**src/rtl/reg_bank_arbiter_pkg.sv**
```systemverilog
// rtl/reg_bank_arbiter_pkg.sv - shared types and constants for the arbitrated register bank
package reg_bank_arbiter_pkg;

  localparam int DEF_NUM_REGS     = 32;
  localparam int DEF_REG_WIDTH    = 8;
  localparam int DEF_ADDR_WIDTH   = 5;
  localparam int DEF_STARVE_LIMIT = 4;
  localparam int STARVE_W         = 4;
  localparam int CNT_W            = 8;

  typedef enum logic {
    PRIO_A  = 1'b0,
    FORCE_B = 1'b1
  } arb_state_e;

  typedef struct packed {
    logic                      we;
    logic [DEF_ADDR_WIDTH-1:0] addr;
    logic [DEF_REG_WIDTH-1:0]  wdata;
  } req_t;

  function automatic logic [CNT_W-1:0] sat_inc(input logic [CNT_W-1:0] v);
    return (v == {CNT_W{1'b1}}) ? v : v + 1'b1;
  endfunction

endpackage

```
**src/rtl/reg_bank_arbiter_if.sv**
```systemverilog
// rtl/reg_bank_arbiter_if.sv - one requester port of the register bank
interface reg_bank_arbiter_if
  import reg_bank_arbiter_pkg::*;
#(
  parameter int ADDR_WIDTH = DEF_ADDR_WIDTH,
  parameter int REG_WIDTH  = DEF_REG_WIDTH
) ();

  logic                  req;
  logic                  we;
  logic [ADDR_WIDTH-1:0] addr;
  logic [REG_WIDTH-1:0]  wdata;
  logic                  gnt;
  logic                  rvalid;
  logic [REG_WIDTH-1:0]  rdata;

  modport master (
    output req, we, addr, wdata,
    input  gnt, rvalid, rdata
  );

  modport slave (
    input  req, we, addr, wdata,
    output gnt, rvalid, rdata
  );

endinterface

```
**src/rtl/reg_bank_arbiter_arb_fsm_2port.sv**
```systemverilog
// rtl/reg_bank_arbiter_arb_fsm_2port.sv - A-priority arbiter with starvation override for port B
module arb_fsm_2port
  import reg_bank_arbiter_pkg::*;
#(
  parameter int STARVE_LIMIT = DEF_STARVE_LIMIT
) (
  input  logic clk,
  input  logic rstb,
  input  logic ena_i,
  input  logic a_req_i,
  input  logic b_req_i,
  output logic a_gnt_o,
  output logic b_gnt_o
);

  localparam logic [STARVE_W-1:0] LIMIT = STARVE_W'(STARVE_LIMIT);

  arb_state_e          state_q, state_d;
  logic [STARVE_W-1:0] starve_q, starve_d;
  logic                a_gnt, b_gnt;
  logic                en;

  // Grants are withheld while reset is asserted so no access starts mid-reset.
  assign en = ena_i & rstb;

  always_comb begin
    state_d  = state_q;
    starve_d = starve_q;
    a_gnt    = 1'b0;
    b_gnt    = 1'b0;
    if (en) begin
      unique case (state_q)
        PRIO_A: begin
          a_gnt = a_req_i;
          b_gnt = b_req_i & ~a_req_i;
        end
        FORCE_B: begin
          b_gnt = b_req_i;
          a_gnt = a_req_i & ~b_req_i;
        end
      endcase
      starve_d = (b_req_i && !b_gnt) ? starve_q + 1'b1 : '0;
      // In FORCE_B the counter always clears, so this also handles the return to PRIO_A.
      state_d  = (starve_d == LIMIT) ? FORCE_B : PRIO_A;
    end
  end

  always_ff @(posedge clk) begin
    if (!rstb) begin
      state_q  <= PRIO_A;
      starve_q <= '0;
    end else begin
      state_q  <= state_d;
      starve_q <= starve_d;
    end
  end

  assign a_gnt_o = a_gnt;
  assign b_gnt_o = b_gnt;

endmodule

```
**src/rtl/reg_bank_arbiter.sv**
```systemverilog
// rtl/reg_bank_arbiter.sv - shared configuration register bank serving two arbitrated ports
module reg_bank_arbiter
  import reg_bank_arbiter_pkg::*;
#(
  parameter int NUM_REGS     = DEF_NUM_REGS,
  parameter int REG_WIDTH    = DEF_REG_WIDTH,
  parameter int ADDR_WIDTH   = DEF_ADDR_WIDTH,
  parameter int STARVE_LIMIT = DEF_STARVE_LIMIT
) (
  input  logic                          clk,
  input  logic                          rstb,
  input  logic                          ena,
  reg_bank_arbiter_if.slave             port_a,
  reg_bank_arbiter_if.slave             port_b,
  output logic [NUM_REGS*REG_WIDTH-1:0] config_regs,
  output logic [CNT_W-1:0]              contention_cnt
);

  logic [NUM_REGS*REG_WIDTH-1:0] regs_q, regs_d;
  logic [CNT_W-1:0]              cont_q, cont_d;
  logic                          a_gnt, b_gnt;
  logic                          a_rvalid_q, b_rvalid_q;
  logic [REG_WIDTH-1:0]          a_rdata_q, a_rdata_d;
  logic [REG_WIDTH-1:0]          b_rdata_q, b_rdata_d;
  logic                          wr_en;
  logic [ADDR_WIDTH-1:0]         wr_addr;
  logic [REG_WIDTH-1:0]          wr_data;

  arb_fsm_2port #(
    .STARVE_LIMIT(STARVE_LIMIT)
  ) u_arb (
    .clk    (clk),
    .rstb   (rstb),
    .ena_i  (ena),
    .a_req_i(port_a.req),
    .b_req_i(port_b.req),
    .a_gnt_o(a_gnt),
    .b_gnt_o(b_gnt)
  );

  function automatic logic [REG_WIDTH-1:0] rd_word(input logic [ADDR_WIDTH-1:0] addr);
    rd_word = '0;
    if (int'(addr) < NUM_REGS)
      rd_word = regs_q[int'(addr)*REG_WIDTH +: REG_WIDTH];
  endfunction

  // Grants are mutually exclusive, so a single write port suffices.
  assign wr_en   = (a_gnt & port_a.we) | (b_gnt & port_b.we);
  assign wr_addr = a_gnt ? port_a.addr  : port_b.addr;
  assign wr_data = a_gnt ? port_a.wdata : port_b.wdata;

  always_comb begin
    regs_d = regs_q;
    if (wr_en && int'(wr_addr) < NUM_REGS)
      regs_d[int'(wr_addr)*REG_WIDTH +: REG_WIDTH] = wr_data;
  end

  always_comb begin
    a_rdata_d = a_rdata_q;
    b_rdata_d = b_rdata_q;
    if (a_gnt && !port_a.we)
      a_rdata_d = rd_word(port_a.addr);
    if (b_gnt && !port_b.we)
      b_rdata_d = rd_word(port_b.addr);
  end

  always_comb begin
    cont_d = cont_q;
    if (ena && port_a.req && port_b.req)
      cont_d = sat_inc(cont_q);
  end

  always_ff @(posedge clk) begin
    if (!rstb) begin
      regs_q     <= '0;
      cont_q     <= '0;
      a_rvalid_q <= 1'b0;
      b_rvalid_q <= 1'b0;
      a_rdata_q  <= '0;
      b_rdata_q  <= '0;
    end else begin
      regs_q     <= regs_d;
      cont_q     <= cont_d;
      a_rvalid_q <= a_gnt & ~port_a.we;
      b_rvalid_q <= b_gnt & ~port_b.we;
      a_rdata_q  <= a_rdata_d;
      b_rdata_q  <= b_rdata_d;
    end
  end

  // A reset arriving while read data is in flight must not present it as valid.
  assign port_a.gnt    = a_gnt;
  assign port_a.rvalid = a_rvalid_q & rstb;
  assign port_a.rdata  = a_rdata_q;
  assign port_b.gnt    = b_gnt;
  assign port_b.rvalid = b_rvalid_q & rstb;
  assign port_b.rdata  = b_rdata_q;

  assign config_regs    = regs_q;
  assign contention_cnt = cont_q;

endmodule

```
**src/flat_wrapper.sv**
```systemverilog
// flat-port wrapper written by rule: the top's interface ports become plain ports
module reg_bank_arbiter_flat import reg_bank_arbiter_pkg::*;
#(
  parameter int NUM_REGS     = DEF_NUM_REGS,
  parameter int REG_WIDTH    = DEF_REG_WIDTH,
  parameter int ADDR_WIDTH   = DEF_ADDR_WIDTH,
  parameter int STARVE_LIMIT = DEF_STARVE_LIMIT
)
  (clk, rstb, ena, config_regs, contention_cnt, port_a_req, port_a_we, port_a_addr, port_a_wdata, port_a_gnt, port_a_rvalid, port_a_rdata, port_b_req, port_b_we, port_b_addr, port_b_wdata, port_b_gnt, port_b_rvalid, port_b_rdata);
  reg_bank_arbiter_if #(.ADDR_WIDTH(ADDR_WIDTH), .REG_WIDTH(REG_WIDTH)) port_a_i ();
  reg_bank_arbiter_if #(.ADDR_WIDTH(ADDR_WIDTH), .REG_WIDTH(REG_WIDTH)) port_b_i ();
  input  logic clk;
  input  logic rstb;
  input  logic ena;
  output logic [NUM_REGS*REG_WIDTH-1:0] config_regs;
  output logic [CNT_W-1:0] contention_cnt;
  input wire logic [$bits(port_a_i.req)-1:0] port_a_req;
  input wire logic [$bits(port_a_i.we)-1:0] port_a_we;
  input wire logic [$bits(port_a_i.addr)-1:0] port_a_addr;
  input wire logic [$bits(port_a_i.wdata)-1:0] port_a_wdata;
  output wire logic [$bits(port_a_i.gnt)-1:0] port_a_gnt;
  output wire logic [$bits(port_a_i.rvalid)-1:0] port_a_rvalid;
  output wire logic [$bits(port_a_i.rdata)-1:0] port_a_rdata;
  input wire logic [$bits(port_b_i.req)-1:0] port_b_req;
  input wire logic [$bits(port_b_i.we)-1:0] port_b_we;
  input wire logic [$bits(port_b_i.addr)-1:0] port_b_addr;
  input wire logic [$bits(port_b_i.wdata)-1:0] port_b_wdata;
  output wire logic [$bits(port_b_i.gnt)-1:0] port_b_gnt;
  output wire logic [$bits(port_b_i.rvalid)-1:0] port_b_rvalid;
  output wire logic [$bits(port_b_i.rdata)-1:0] port_b_rdata;
  assign port_a_i.req = port_a_req;
  assign port_a_i.we = port_a_we;
  assign port_a_i.addr = port_a_addr;
  assign port_a_i.wdata = port_a_wdata;
  assign port_a_gnt = port_a_i.gnt;
  assign port_a_rvalid = port_a_i.rvalid;
  assign port_a_rdata = port_a_i.rdata;
  assign port_b_i.req = port_b_req;
  assign port_b_i.we = port_b_we;
  assign port_b_i.addr = port_b_addr;
  assign port_b_i.wdata = port_b_wdata;
  assign port_b_gnt = port_b_i.gnt;
  assign port_b_rvalid = port_b_i.rvalid;
  assign port_b_rdata = port_b_i.rdata;
  reg_bank_arbiter #(.NUM_REGS(NUM_REGS), .REG_WIDTH(REG_WIDTH), .ADDR_WIDTH(ADDR_WIDTH), .STARVE_LIMIT(STARVE_LIMIT)) u_core (.clk(clk), .rstb(rstb), .ena(ena), .port_a(port_a_i), .port_b(port_b_i), .config_regs(config_regs), .contention_cnt(contention_cnt));
endmodule
```
**config.mk**
```make
export PLATFORM = sky130hd
export DESIGN_NAME = reg_bank_arbiter_flat
export DESIGN_NICKNAME = d
export VERILOG_FILES = /design/src/rtl/reg_bank_arbiter_pkg.sv /design/src/rtl/reg_bank_arbiter_if.sv /design/src/rtl/reg_bank_arbiter_arb_fsm_2port.sv /design/src/rtl/reg_bank_arbiter.sv /design/src/flat_wrapper.sv
export SDC_FILE = /design/constraint.sdc
export NUM_CORES = 1
export LEC_CHECK = 0
export BUFFER_PORTS_ARGS = -buffer_cell sky130_fd_sc_hd__buf_2
export CAP_MARGIN = 10
export CORE_ASPECT_RATIO = 1.1
export CORE_UTILIZATION = 55
export DETAILED_ROUTE_END_ITERATION = 7
export PLACE_DENSITY = 0.79
export SYNTH_ARGS = -nofsm -noshare
export SYNTH_HDL_FRONTEND = slang
export SYNTH_HIERARCHICAL = 1
export SYNTH_SLANG_ARGS = --single-unit
```
**constraint.sdc**
```tcl
create_clock -name clk -period 8.3 [get_ports clk]
set_clock_uncertainty 0.15 [all_clocks]
set_input_delay 1.66 -clock clk [delete_from_list [all_inputs] [get_ports clk]]
set_output_delay 1.66 -clock clk [all_outputs]
set_load 0.03 [all_outputs]
```
==> flow_metrics.tcl, run 1 <==
set metrics [dict create \
    nets 2180 \
    grt-ovfl-total 0 \
    netlist_instances 1955 \
    setup_slack_ps 2100 \
    run_status "finished clean" \
    dieArea_mm2 0.0317 \
    worstHoldPathCells 2 \
    die_w_um 170 \
    grt_pass1_wl_um 98900 \
    hold_violations 0 \
    cts_max_level 1 \
    viasPerCell 6.74 \
    area_delta_synth_final_pct 16.9 \
    synth-seq-cells 287 \
    final_common_cell "mux2i_1" \
    core_area_mm2 0.0305 \
    grt_usage_pct 40.9 \
    drtAntennaViolNets 0 \
    start_util_pct 55.9 \
    drive_above_1_share_pct 21.5 \
    slew_violations 0 \
    r2r-start "u_core/u_arb/state_q$_SDFFE_PN0P_" \
    slew_headroom_pct 9.18 \
    wl_per_cell_um 26.1 \
    port_buffers 316 \
    num_rows 67 \
    period_share_pct 74.7 \
    drcViolationCount 0 \
    rsz0062_at_grt "no" \
    synth-main-ff-cell "dfxtp_1" \
    ir_worst_vdd_mv 0.141 \
    first_global_vias 16000 \
    wirelength_um 67500 \
    cts_buffers 30 \
    synth_nets 1992 \
    critPathKind "input port to flop" \
    regArea_mm2 0.00575 \
    multi_input_area_mm2 0.0107 \
    yosys.area.top_type "dfxtp_1" \
    start_kind "input port" \
    holdPathEnd "u_core/config_regs[136]$_SDFFE_PN0P_" \
    mostFrequentLayoutCells "517 x mux2i_1, 313 x buf_2, 287 x dfxtp_1" \
    drt-initial-drc-count 2907 \
    num_io_pins 317 \
    r2r_slack_ps 3510 \
    dpl_worst_slack_ps 1640 \
    synth_edf_count 0 \
    syn_avg_cell_area_um2 8.73 \
    hold_ws_ps 347 \
    hpwl_um 45900 \
    r2r_end "u_core/config_regs[38]$_SDFFE_PN0P_" \
    critPathMaxFanout 101 \
    insertion_delay_ps 590 \
    setup_violations 0 \
    grt_max_degree 192 \
    async_flop_share_pct 0 \
    dr.pass1.iters 6 \
    p_per_area_mw_per_mm2 167 \
    tightest_slew_ps 1360 \
    hold_buffers 0 \
    synthTopCellsByArea "dfxtp_1 34%, mux2i_1 30%, nand3_1 7.7%" \
    period_minus_slack_ps 6200 \
    holdCritStartpoint "u_core/config_regs[136]$_SDFFE_PN0P_" \
    cts.sinks 287 \
    setup-tns-final_ps 0 \
    cts_setup_buffers 0 \
    hold_path_class "flop to flop" \
    leakage_nw 8.60 \
    vias 17400 \
    seq_area_frac_synth_pct 33.7 \
    grt_antenna_before_repair 6 \
    endpoint_kind "flop" \
    reg2reg_depth 12 \
    clock_path_buffers 3 \
    ys_types 57 \
    place.gp.congestion 1.03 \
    netlist.area_leader.share_pct 33.7 \
    nFillCells 2577 \
    yosys_warnings 6 \
    die_h_um 187 \
    timing.fmax_mhz 161 \
    cp.required_ps 8650 \
    cts-root-buf "clkbuf_16" \
    cap_viol_max_count 0 \
    clk_pin_slew_ps 60 \
    arrival_ps 6550 \
    cts_tree "yes" \
    synth.cell_area_mm2 0.0171 \
    post_cts_resized 0 \
]
## worst max-delay path, cell delays in order
cell	delay (ps)
clkbuf_8	480
nand3_1	170
a21oi_2	150
buf_4	350
mux2i_1	520
ha_1	470
and3_1	220
ha_1	580
nand2_1	200
mux2i_4	690
buf_4	330
nor3b_1	200
buf_4	230
mux2i_1	230
## metrics by stage
| stage | power (W) | instances | utilization, % | area [µm²] |
|---|---|---|---|---|
| floorplan | 0.00172 | 1955 | - | 17100 |
| global placement | 0.00187 | 2525 | 61.9 | 18900 |
| detailed placement | 0.00187 | 2525 | 61.9 | 18900 |
| CTS | 0.00329 | 2581 | 65.3 | 19900 |
| global route | 0.00338 | 2581 | 65.3 | 19900 |
| finish | 0.00332 | 2582 | 65.3 | 19900 |
## where the power goes
part,switching [W],leakage (nW),internal [W]
logic,0.000365,5.77,0.000122
registers,0.00000261,2.31,0.00138
clock network,0.000602,0.518,0.000852
total,0.000969,8.60,0.00235
## synthesized netlist by cell type (all sizes together), types with 3 or more instances
| cell type | count |
|---|---|
| o211a | 3 |
| a21boi | 8 |
| and2 | 13 |
| nor4 | 5 |
| a22oi | 129 |
| clkbuf | 120 |
| nand4 | 3 |
| nand3 | 264 |
| nand2 | 264 |
| xnor2 | 3 |
| or4 | 16 |
| ha | 4 |
| dfxtp | 287 |
| a21oi | 83 |
| or3 | 8 |
| nor3b | 10 |
| nor2b | 8 |
| nand3b | 4 |
| xor2 | 6 |
| mux2 | 4 |
| buf | 79 |
| inv | 4 |
| nor2 | 14 |
| o2111ai | 5 |
| nand2b | 7 |
| and3 | 7 |
| nand4b | 8 |
| o21ai | 19 |
| mux2i | 520 |
| nor3 | 34 |
| or2 | 3 |
## cell type report
| class | instances | share of cell area, % |
|---|---|---|
| clock buffer | 36 | 4.09 |
| inverter | 5 | 0.0941 |
| sequential | 287 | 28.8 |
| antenna | 1 | 0.0126 |
| multi-input combinational | 1464 | 53.7 |
| timing repair buffer | 355 | 9.57 |
| clock inverter | 20 | 1.17 |
| tap | 414 | 2.60 |
## sequential cells by signal, summed over array words and instances, names as in the netlist
| signal | flops |
|---|---|
| u_core/u_arb/starve_q | 4 |
| u_core/config_regs | 256 |
| u_core/a_rvalid_q | 1 |
| u_core/port_b.rdata | 8 |
| u_core/b_rvalid_q | 1 |
| u_core/u_arb/state_q | 1 |
| u_core/contention_cnt | 8 |
| u_core/port_a.rdata | 8 |
## kinds of logic after synthesis
kind of cell | after synthesis | synth area share (%)
AO/OA/AOI/OAI | 255 | 9.92
flip-flops | 287 | 33.7
adder cells (fa/ha/maj) | 4 | 0.293
multiplexers | 524 | 30.8
XOR/XNOR | 9 | 0.594
buffers and inverters | 204 | 5.05
AND/OR/NAND/NOR | 672 | 19.6
## metal layers
layer / up-vias / global-route usage [%] / wire [µm]
li1: 7476 / - / -
met1: 8081 / 51.8 / 24000
met2: 1456 / 61.6 / 28900
met3: 370 / 9.50 / 9110
met4: 8 / 27.4 / 5460
met5: - / 0 / 61
## how the worst max path moves through the flow
stage	slack, ps	end	cells after the start	startpoint
2_1_floorplan	2310	u_core/config_regs[112]$_SDFFE_PN0P_	16	ena
5_1_grt	1770	u_core/config_regs[34]$_SDFFE_PN0P_	14	rstb
3_5_place_dp	1640	u_core/config_regs[38]$_SDFFE_PN0P_	14	rstb
4_1_cts	2200	u_core/config_regs[38]$_SDFFE_PN0P_	14	rstb
6_report	2100	u_core/config_regs[38]$_SDFFE_PN0P_	14	rstb
3_3_place_gp	1800	u_core/config_regs[42]$_SDFFE_PN0P_	14	rstb
No activity file was read; power rests on OpenSTA's default activity.
==> run 2, diff against run 1 <==
- CORE_UTILIZATION: 55 -> 51
- PLACE_DENSITY: 0.79 -> 0.77
- clock period: 8.3 -> 5.55 ns (I/O delays scaled with it)
==> flow_metrics.tcl, run 2 (synthesized netlist as in run 1, its figures left out) <==
set metrics [dict create \
    run_status "finished clean" \
    start_kind "input port" \
    place.gp.congestion 1.04 \
    setup_violations 0 \
    largest_reg_flops 256 \
    grt_max_degree 188 \
    ir_worst_vdd_mv 0.258 \
    grt_pass1_wl_um 101000 \
    insertion_delay_ps 580 \
    drtAntennaViolNets 0 \
    cap_viol_max_count 0 \
    clock_path_buffers 3 \
    cts_tree "yes" \
    num_io_pins 317 \
    drcViolationCount 0 \
    drive_above_1_share_pct 21.9 \
    rsz0062_at_grt "no" \
    post_cts_resized 0 \
    cts_max_level 1 \
    setup-tns-final_ps 0 \
    placed_area_mm2 0.0190 \
    die_w_um 176 \
    timing.fmax_mhz 203 \
    grt_antenna_before_repair 3 \
    core_area_mm2 0.0326 \
    period_minus_slack_ps 4940 \
    reg2reg_depth 10 \
    slew_headroom_pct 7.97 \
    slew_violations 0 \
    hold_buffers 0 \
    clk_pin_slew_ps 60 \
    critPathMaxFanout 12 \
    grt-ovfl-total 0 \
    start_util_pct 52.3 \
    final_common_cell "mux2i_1" \
    period_share_pct 89.0 \
    endpoint_kind "flop" \
    critPathKind "input port to flop" \
    cts.sinks 287 \
    p_per_area_mw_per_mm2 249 \
    hpwl_um 47000 \
    drt-initial-drc-count 2578 \
    tightest_slew_ps 1370 \
    dr.pass1.iters 8 \
    area_delta_synth_final_pct 17.5 \
    first_global_vias 16200 \
    nFillCells 2824 \
    cts_setup_buffers 0 \
    design_area_mm2 0.0201 \
    wl_per_cell_um 26.3 \
    multi_input_area_mm2 0.0107 \
    port_buffers 316 \
    worstHoldPathCells 2 \
    die_h_um 194 \
    regArea_mm2 0.00575 \
    hold_violations 0 \
    mostFrequentLayoutCells "517 x mux2i_1, 313 x buf_2, 287 x dfxtp_1" \
    cts_buffers 30 \
    nets 2195 \
    leakage_nw 8.67 \
    vias 17600 \
    cts-root-buf "clkbuf_16" \
    hold_path_class "flop to flop" \
    grt_usage_pct 38.4 \
    wirelength_um 68700 \
    arrival_ps 5270 \
    num_rows 69 \
    cp.required_ps 5890 \
    dieArea_mm2 0.0342 \
    viasPerCell 6.75 \
]
run 2: cell types whose count changed in the layout (fill, tap and decap cells not counted), moves of 2 or more:
| cell | change |
|---|---|
| buf_4 | +14 |
| clkinv_2 | -8 |
| nor3_2 | +6 |
| nor3_4 | -6 |
| clkinvlp_4 | +4 |
| and2_1 | -2 |
| and2_2 | +2 |
| nor2b_2 | -2 |
| nor2b_4 | +2 |
run 2: metal layers:
layer	up-vias	wire length (µm)	GRT usage (%)
met3	327	9170	8.88
met5	-	27	0
met2	1457	29400	57.4
met4	4	5030	25.0
met1	8310	25000	49.4
li1	7504	-	-
run 2: metrics by stage:
stage / instances / worst slack [ps] / power (W) / hold WS [ps] / utilization (%)
detailed placement: 2552 / 281 / 0.00282 / 331 / 58.2
finish: 2607 / 613 / 0.00500 / 343 / 61.5
floorplan: 1955 / 106 / 0.00257 / 319 / -
global placement: 2552 / 360 / 0.00281 / 320 / 58.2
CTS: 2606 / 866 / 0.00495 / 340 / 61.4
global route: 2606 / 641 / 0.00509 / 362 / 61.4
run 2: layout make-up:
type                            count  share of cell area [%]
Clock inverter                     16                    1.11
Tap cell                          426                    2.66
Inverter                            5                  0.0936
Antenna cell                        1                  0.0125
Sequential cell                   287                    28.6
Multi-Input combinational cell   1464                    53.2
Clock buffer                       38                    4.15
Timing Repair Buffer              370                    10.1
run 2: final timing paths:
check,start,end,slack [ps]
worst max-delay path,ena,u_core/config_regs[223]$_SDFFE_PN0P_,610
worst min-delay path,u_core/config_regs[156]$_SDFFE_PN0P_,u_core/config_regs[156]$_SDFFE_PN0P_,340
worst max register to register,u_core/u_arb/state_q$_SDFFE_PN0P_,u_core/config_regs[223]$_SDFFE_PN0P_,1060
worst min register to register,u_core/config_regs[156]$_SDFFE_PN0P_,u_core/config_regs[156]$_SDFFE_PN0P_,340
run 2: power breakdown:
group          internal [W]  switching [W]  leakage, nW
sequential          0.00206     0.00000285         2.31
combinational      0.000192       0.000552         5.86
clock               0.00129       0.000900        0.496
run 2: critical path, cell delays in order:
cell and delay, ps:
buf_2 170, nand3_1 110, a21oi_2 270, buf_4 270
mux2i_1 100, ha_1 340, and3_1 210, ha_1 240
or2_2 320, nor4_1 1040, nand3_1 750, mux2i_1 340
